--- src/rtl/command_decoder_pkg.sv ---
// Shared definitions for the host command decoder: field positions, opcodes,
// error codes, readback tags, FSM state encoding and readback-word builders.
package command_decoder_pkg;

  localparam int CMD_W = 32;

  localparam logic [3:0] OP_NOP    = 4'h0;
  localparam logic [3:0] OP_DAC_WR = 4'h1;
  localparam logic [3:0] OP_ADC_WR = 4'h2;
  localparam logic [3:0] OP_ADC_RD = 4'h3;
  localparam logic [3:0] OP_ECHO   = 4'h4;

  localparam logic [3:0] ERR_ILLEGAL = 4'h1;
  localparam logic [3:0] ERR_TIMEOUT = 4'h2;

  localparam logic [3:0] TAG_ADC_RD = 4'h3;
  localparam logic [3:0] TAG_ERR    = 4'hF;

  typedef enum logic [2:0] {
    S_IDLE   = 3'd0,
    S_FETCH  = 3'd1,
    S_DECODE = 3'd2,
    S_ISSUE  = 3'd3,
    S_WSTART = 3'd4,
    S_WDONE  = 3'd5,
    S_RB     = 3'd6
  } state_e;

  function automatic logic [CMD_W-1:0] err_word(input logic [3:0] code,
                                                input logic [CMD_W-1:0] cmd);
    return {TAG_ERR, code, cmd[23:0]};
  endfunction

  function automatic logic [CMD_W-1:0] adc_rb_word(input logic [CMD_W-1:0] cmd,
                                                   input logic [7:0] data);
    return {TAG_ADC_RD, cmd[27:16], 8'h00, data};
  endfunction

endpackage

--- src/rtl/command_decoder_spi_txn_timer.sv ---
// Bounded wait timer for one SPI transaction: counts enabled cycles after a
// clear and flags expiry once TIMEOUT_CYCLES have elapsed.
module spi_txn_timer #(
  parameter int TIMEOUT_CYCLES = 4096,
  parameter int CNT_W          = 13
) (
  input  logic sys_clk,
  input  logic reset_n,
  input  logic i_clear,
  input  logic i_enable,
  output logic o_expired
);

  localparam logic [CNT_W-1:0] LIMIT = CNT_W'(TIMEOUT_CYCLES);

  logic [CNT_W-1:0] r_count;

  // NOTE: sequential state uses non-blocking assignments so every register
  // samples pre-edge values regardless of process evaluation order.
  always_ff @(posedge sys_clk or negedge reset_n) begin
    if (!reset_n) begin
      r_count <= '0;
    end else if (i_clear) begin
      r_count <= '0;
    end else if (i_enable && (r_count != LIMIT)) begin
      r_count <= r_count + 1'b1;
    end
  end

  assign o_expired = (r_count == LIMIT);

endmodule

--- src/rtl/command_decoder.sv ---
// Drains host command words, issues single SPI requests toward spi_controller
// and writes echo / ADC readback / error words into the readback FIFO.
module command_decoder
  import command_decoder_pkg::*;
#(
  parameter int TIMEOUT_CYCLES = 4096,
  parameter int CNT_W          = 13
) (
  input  logic        sys_clk,
  input  logic        reset_n,
  input  logic [31:0] cmd_q,
  input  logic        cmd_empty,
  output logic        cmd_rdreq,
  output logic [31:0] rb_data,
  output logic        rb_wrreq,
  input  logic        rb_full,
  output logic        dac_request_write,
  output logic [3:0]  dac_address,
  output logic [15:0] dac_value,
  output logic        adc_request_write,
  output logic        adc_request_read,
  output logic [10:0] adc_address,
  output logic [7:0]  adc_value,
  input  logic [7:0]  adc_value_readback,
  input  logic        busy,
  output logic        data_ready,
  output logic        idle,
  output logic [15:0] cmd_count,
  output logic [7:0]  err_count
);

  state_e      r_state, w_next;
  logic        r_armed;
  logic [31:0] r_cmd, r_rb_word, w_rb_word;
  logic        r_rb_is_err, w_rb_err, w_rb_load;
  logic [3:0]  w_op;
  logic        w_expired, w_issue, w_rb_fire;

  logic        r_dac_req, r_adc_wr, r_adc_rd, r_rb_wrreq, r_idle;
  logic [3:0]  r_dac_addr;
  logic [15:0] r_dac_val, r_cmd_count;
  logic [10:0] r_adc_addr;
  logic [7:0]  r_adc_val, r_err_count;
  logic [31:0] r_rb_data;

  assign w_op = r_cmd[31:28];

  // Held off for the first cycle after reset release so no read strobe can
  // coincide with the FSM coming out of reset.
  assign cmd_rdreq = r_armed && (r_state == S_IDLE) && !cmd_empty;

  spi_txn_timer #(
    .TIMEOUT_CYCLES(TIMEOUT_CYCLES),
    .CNT_W         (CNT_W)
  ) u_timer (
    .sys_clk  (sys_clk),
    .reset_n  (reset_n),
    .i_clear  (r_state == S_ISSUE),
    .i_enable ((r_state == S_WSTART) || (r_state == S_WDONE)),
    .o_expired(w_expired)
  );

  // NOTE: every combinational output is defaulted before the case so no path
  // leaves a variable unassigned, which would otherwise infer a latch.
  always_comb begin
    w_next    = r_state;
    w_rb_load = 1'b0;
    w_rb_word = r_cmd;
    w_rb_err  = 1'b0;
    case (r_state)
      S_IDLE:   if (cmd_rdreq) w_next = S_FETCH;
      S_FETCH:  w_next = S_DECODE;
      S_DECODE: begin
        case (w_op)
          OP_NOP:  w_next = S_IDLE;
          OP_ECHO: begin
            w_next    = S_RB;
            w_rb_load = 1'b1;
          end
          OP_DAC_WR, OP_ADC_WR, OP_ADC_RD: if (!busy) w_next = S_ISSUE;
          default: begin
            w_next    = S_RB;
            w_rb_load = 1'b1;
            w_rb_word = err_word(ERR_ILLEGAL, r_cmd);
            w_rb_err  = 1'b1;
          end
        endcase
      end
      S_ISSUE:  w_next = S_WSTART;
      S_WSTART: begin
        if (busy) begin
          w_next = S_WDONE;
        end else if (w_expired) begin
          w_next    = S_RB;
          w_rb_load = 1'b1;
          w_rb_word = err_word(ERR_TIMEOUT, r_cmd);
          w_rb_err  = 1'b1;
        end
      end
      S_WDONE: begin
        if (!busy) begin
          if (w_op == OP_ADC_RD) begin
            w_next    = S_RB;
            w_rb_load = 1'b1;
            w_rb_word = adc_rb_word(r_cmd, adc_value_readback);
          end else begin
            w_next = S_IDLE;
          end
        end else if (w_expired) begin
          w_next    = S_RB;
          w_rb_load = 1'b1;
          w_rb_word = err_word(ERR_TIMEOUT, r_cmd);
          w_rb_err  = 1'b1;
        end
      end
      S_RB:     if (!rb_full) w_next = S_IDLE;
      default:  w_next = S_IDLE;
    endcase
  end

  assign w_issue   = (r_state == S_DECODE) && (w_next == S_ISSUE);
  assign w_rb_fire = (r_state == S_RB) && !rb_full;

  always_ff @(posedge sys_clk or negedge reset_n) begin
    if (!reset_n) begin
      r_state     <= S_IDLE;
      r_armed     <= 1'b0;
      r_cmd       <= '0;
      r_rb_word   <= '0;
      r_rb_is_err <= 1'b0;
      r_dac_req   <= 1'b0;
      r_adc_wr    <= 1'b0;
      r_adc_rd    <= 1'b0;
      r_rb_wrreq  <= 1'b0;
      r_idle      <= 1'b1;
      r_dac_addr  <= '0;
      r_dac_val   <= '0;
      r_adc_addr  <= '0;
      r_adc_val   <= '0;
      r_cmd_count <= '0;
      r_err_count <= '0;
      r_rb_data   <= '0;
    end else begin
      r_state    <= w_next;
      r_armed    <= 1'b1;
      r_idle     <= (w_next == S_IDLE);
      r_dac_req  <= w_issue && (w_op == OP_DAC_WR);
      r_adc_wr   <= w_issue && (w_op == OP_ADC_WR);
      r_adc_rd   <= w_issue && (w_op == OP_ADC_RD);
      r_rb_wrreq <= w_rb_fire;
      if (r_state == S_FETCH) begin
        r_cmd       <= cmd_q;
        r_cmd_count <= r_cmd_count + 1'b1;
      end
      if (w_rb_load) begin
        r_rb_word   <= w_rb_word;
        r_rb_is_err <= w_rb_err;
      end
      // Request fields load with the pulse and hold until the next issue.
      if (w_issue) begin
        r_dac_addr <= r_cmd[19:16];
        r_dac_val  <= r_cmd[15:0];
        r_adc_addr <= r_cmd[26:16];
        r_adc_val  <= r_cmd[7:0];
      end
      if (w_rb_fire) begin
        r_rb_data <= r_rb_word;
        if (r_rb_is_err && (r_err_count != 8'hFF)) r_err_count <= r_err_count + 1'b1;
      end
    end
  end

  assign rb_data           = r_rb_data;
  assign rb_wrreq          = r_rb_wrreq;
  assign data_ready        = r_rb_wrreq;
  assign dac_request_write = r_dac_req;
  assign dac_address       = r_dac_addr;
  assign dac_value         = r_dac_val;
  assign adc_request_write = r_adc_wr;
  assign adc_request_read  = r_adc_rd;
  assign adc_address       = r_adc_addr;
  assign adc_value         = r_adc_val;
  assign idle              = r_idle;
  assign cmd_count         = r_cmd_count;
  assign err_count         = r_err_count;

endmodule

--- config.mk ---
export PLATFORM = sky130hd
export DESIGN_NAME = command_decoder
export DESIGN_NICKNAME = d
export VERILOG_FILES = /design/src/rtl/command_decoder_pkg.sv /design/src/rtl/command_decoder_spi_txn_timer.sv /design/src/rtl/command_decoder.sv
export SDC_FILE = /design/constraint.sdc
export NUM_CORES = 1
export LEC_CHECK = 0
export BUFFER_PORTS_ARGS = -buffer_cell sky130_fd_sc_hd__buf_2
export CAP_MARGIN = 10
export CORE_UTILIZATION = 55
export DETAILED_ROUTE_END_ITERATION = 10
export HOLD_SLACK_MARGIN = 0.03
export PLACE_DENSITY = 0.8
export SYNTH_ARGS = -nofsm -noshare
export SYNTH_HDL_FRONTEND = slang
export SYNTH_SLANG_ARGS = --single-unit
--- constraint.sdc ---
create_clock -name sys_clk -period 4.57 [get_ports sys_clk]
set_input_delay 0.2285 -clock sys_clk [delete_from_list [all_inputs] [get_ports sys_clk]]
set_output_delay 0.2285 -clock sys_clk [all_outputs]
set_load 0.03 [all_outputs]
==> metrics.yaml <==
rsz0062_at_grt: "no"
startpoint_type: "register"
final_area_mm2: 0.00862
drive_gt1_frac: 0.359
startpoint: "r_cmd[31]"
portBuffers: 146
synth_seq_cells: 170
leakagePower_nw: 4.28
cp-end-kind: "register"
grt_pass1_wl_um: 24600
whs_path_depth: 2
period_minus_slack_ns: 2.74
drc: 0
hold_viol: 0
worstReg2RegStart: "r_cmd[31]"
min_path_type: "input port to register"
ys.flop_type: "dfrtp_1"
core_mm2: 0.0127
finalSetupTns_ns: 0
yosysSeqAreaShare: 0.591
yosys_warnings: 0
status: "finished, final reports clean"
ant_nets: 0
cts-buffers-inserted: 17
required_ns: 4.89
grt_pass1_vias: 5022
drv_slew: 0
grt_antenna_before_repair: 0
start_util: 0.568
grt_use_total: 0.245
vias: 5022
syn_inst: 609
grt_max_degree: 94
viasPerCell: 5.37
rows: 41
worst-r2r-cell-count: 5
synthArstFlopShare: 1.00
relSlewSlack: 0.195
p_total_mw: 6.08
grt.overflow.total: 0
power_density_mw_per_mm2: 706
drt_wl_total_um: 15800
clk_pin_slew_ns: 0.06
n_antenna_cell: 0
place_ws_ns: 1.89
fmax_mhz: 365
ctsLongestPathBuffers: 2
reg2reg_to: "r_rb_word[16]"
postCtsSetupRepairBufs: 0
place_hpwl_um: 10600
syn-num-nets: 658
fp.dieW_um: 116
ctsRootBufferMaster: "clkbuf_16"
die-area_mm2: 0.0135
synth_edf_count: 0
netlist_area_mm2: 0.00720
hp-start: "cmd_q[10]"
min_period_over_period: 0.599
critical_path.max_fanout: 28
cts_hold_buf: 9
postPlaceCellArea_mm2: 0.00795
cts_tree: "built"
place_congestion: 0.876
dp.cells: 894
layoutNonFillerInstCount: 935
cts_sinks: 170
syn_avg_cell_area_um2: 11.8
htree_levels: 4
ff2ff_setup_slack_ns: 1.83
fin_nets: 799
area_delta_synth_final_pct: 19.8
drt_iter0_markers: 404
cts.repair.resized: 0
whs_ns: 0.0364
setup_viol: 0
path_class: "register to register"
min_to: "r_cmd[10]"
drt_pass1_iterations: 4
floorplan.die.height_um: 116
post_drt_wl_per_cell_um: 16.9
cp.arrival_ns: 3.05
tightest_slew_ns: 1.21
ys_types: 53
skew_ns: 0.0125
max_cap_violations: 0
final_util: 0.681
vdd_drop_max_mv: 0.396
fin_ws_ns: 1.83
io-pin-count: 147
worstSkewPairLatency_ns: 0.43
-- power breakdown --
group / switching (mW) / leakage, nW / internal, mW
combinational: 1.31 / 1.88 / 0.832
clock: 0.574 / 0.265 / 0.832
sequential: 0.465 / 2.14 / 2.07
total: 2.35 / 4.28 / 3.74
-- kinds of logic after synthesis --
group,count (synthesis),synth area share
and+or+nand+nor,229,0.152
DFF,170,0.591
muxes,74,0.119
buffers and inverters,52,0.0429
AOI/OAI and AO/OA,45,0.0449
xor gates and xnor gates,34,0.0414
adders and majority gates,4,0.00696
other,1,0.000521
-- registers in the layout (all words and copies together) (netlist names) --
register,count
r_rb_is_err,1
r_armed,1
dac_value,16
adc_request_read,1
rb_data,32
r_rb_word,32
u_timer.r_count,13
r_cmd,32
r_state,3
dac_address,3
adc_address,8
idle,1
dac_request_write,1
adc_request_write,1
err_count,8
data_ready,1
cmd_count,16
-- final cells by class --
type / count / area, um2
sequential: 170 / 4260
clock buffer: 22 / 464
multi-input combinational: 387 / 2650
tap: 172 / 215
timing repair buffer: 160 / 865
fill: 910 / 4050
inverter: 14 / 52.6
clock inverter: 10 / 119
-- metal layers --
layer,part of all wire,track usage
met5,0,0
met2,0.52,0.423
met3,0.045,0.0529
met1,0.42,0.296
met4,0.016,0.110
-- worst max-delay path by stage --
| stage | endpoint | cells past startpoint | slack, ns |
|---|---|---|---|
| 2_1_floorplan | r_rb_word[17] | 7 | 2.73 |
| 3_3_place_gp | r_rb_word[16] | 5 | 2.03 |
| 3_5_place_dp | r_rb_word[16] | 5 | 1.89 |
| 4_1_cts | r_rb_word[16] | 5 | 1.84 |
| 5_1_grt | r_rb_word[16] | 5 | 1.70 |
| 6_report | r_rb_word[16] | 5 | 1.83 |
-- synth_stat cells (3+ instances only) --
| cell type | count | area share |
|---|---|---|
| xor2_1 | 17 | 0.021 |
| buf_4 | 17 | 0.018 |
| xnor2_1 | 17 | 0.021 |
| mux2_2 | 67 | 0.10 |
| a211o_1 | 3 | 0.0037 |
| buf_2 | 13 | 0.0090 |
| nor3_1 | 6 | 0.0042 |
| mux2_4 | 7 | 0.015 |
| dfrtp_1 | 169 | 0.59 |
| and3_1 | 8 | 0.0070 |
| clkbuf_1 | 4 | 0.0021 |
| a31oi_1 | 8 | 0.0070 |
| o21ai_0 | 15 | 0.010 |
| nand2b_1 | 3 | 0.0026 |
| nand2_1 | 120 | 0.063 |
| buf_6 | 3 | 0.0047 |
| nand3_1 | 28 | 0.019 |
| nand4_1 | 6 | 0.0052 |
| ha_1 | 4 | 0.0070 |
| inv_1 | 14 | 0.0073 |
| nor2_1 | 36 | 0.019 |
-- worst max-delay path, cell delays in order (launching register included) --
cell and delay (ns):
dfrtp_1 0.49, nor3_2 0.44, nand4_2 0.47, o211ai_4 0.49, buf_4 0.38, mux2_2 0.36
-- placed cells by master (no fill, tap or decap), drive strengths merged, types with 3 or more instances in the layout --
master       instances
nand4                7
xnor2               17
dfrtp              169
mux2                74
ha                   4
inv                 14
nand2b               3
dlygate4sd3          9
nor3                 7
o21ai               16
and3                 8
clkinvlp             6
buf                151
clkbuf              22
nor3b                4
nor2                36
a211o                3
nand3               30
xor2                17
a31oi                8
nand2              120
a21oi                3
Note: power is estimated with default switching activity, not from simulation.
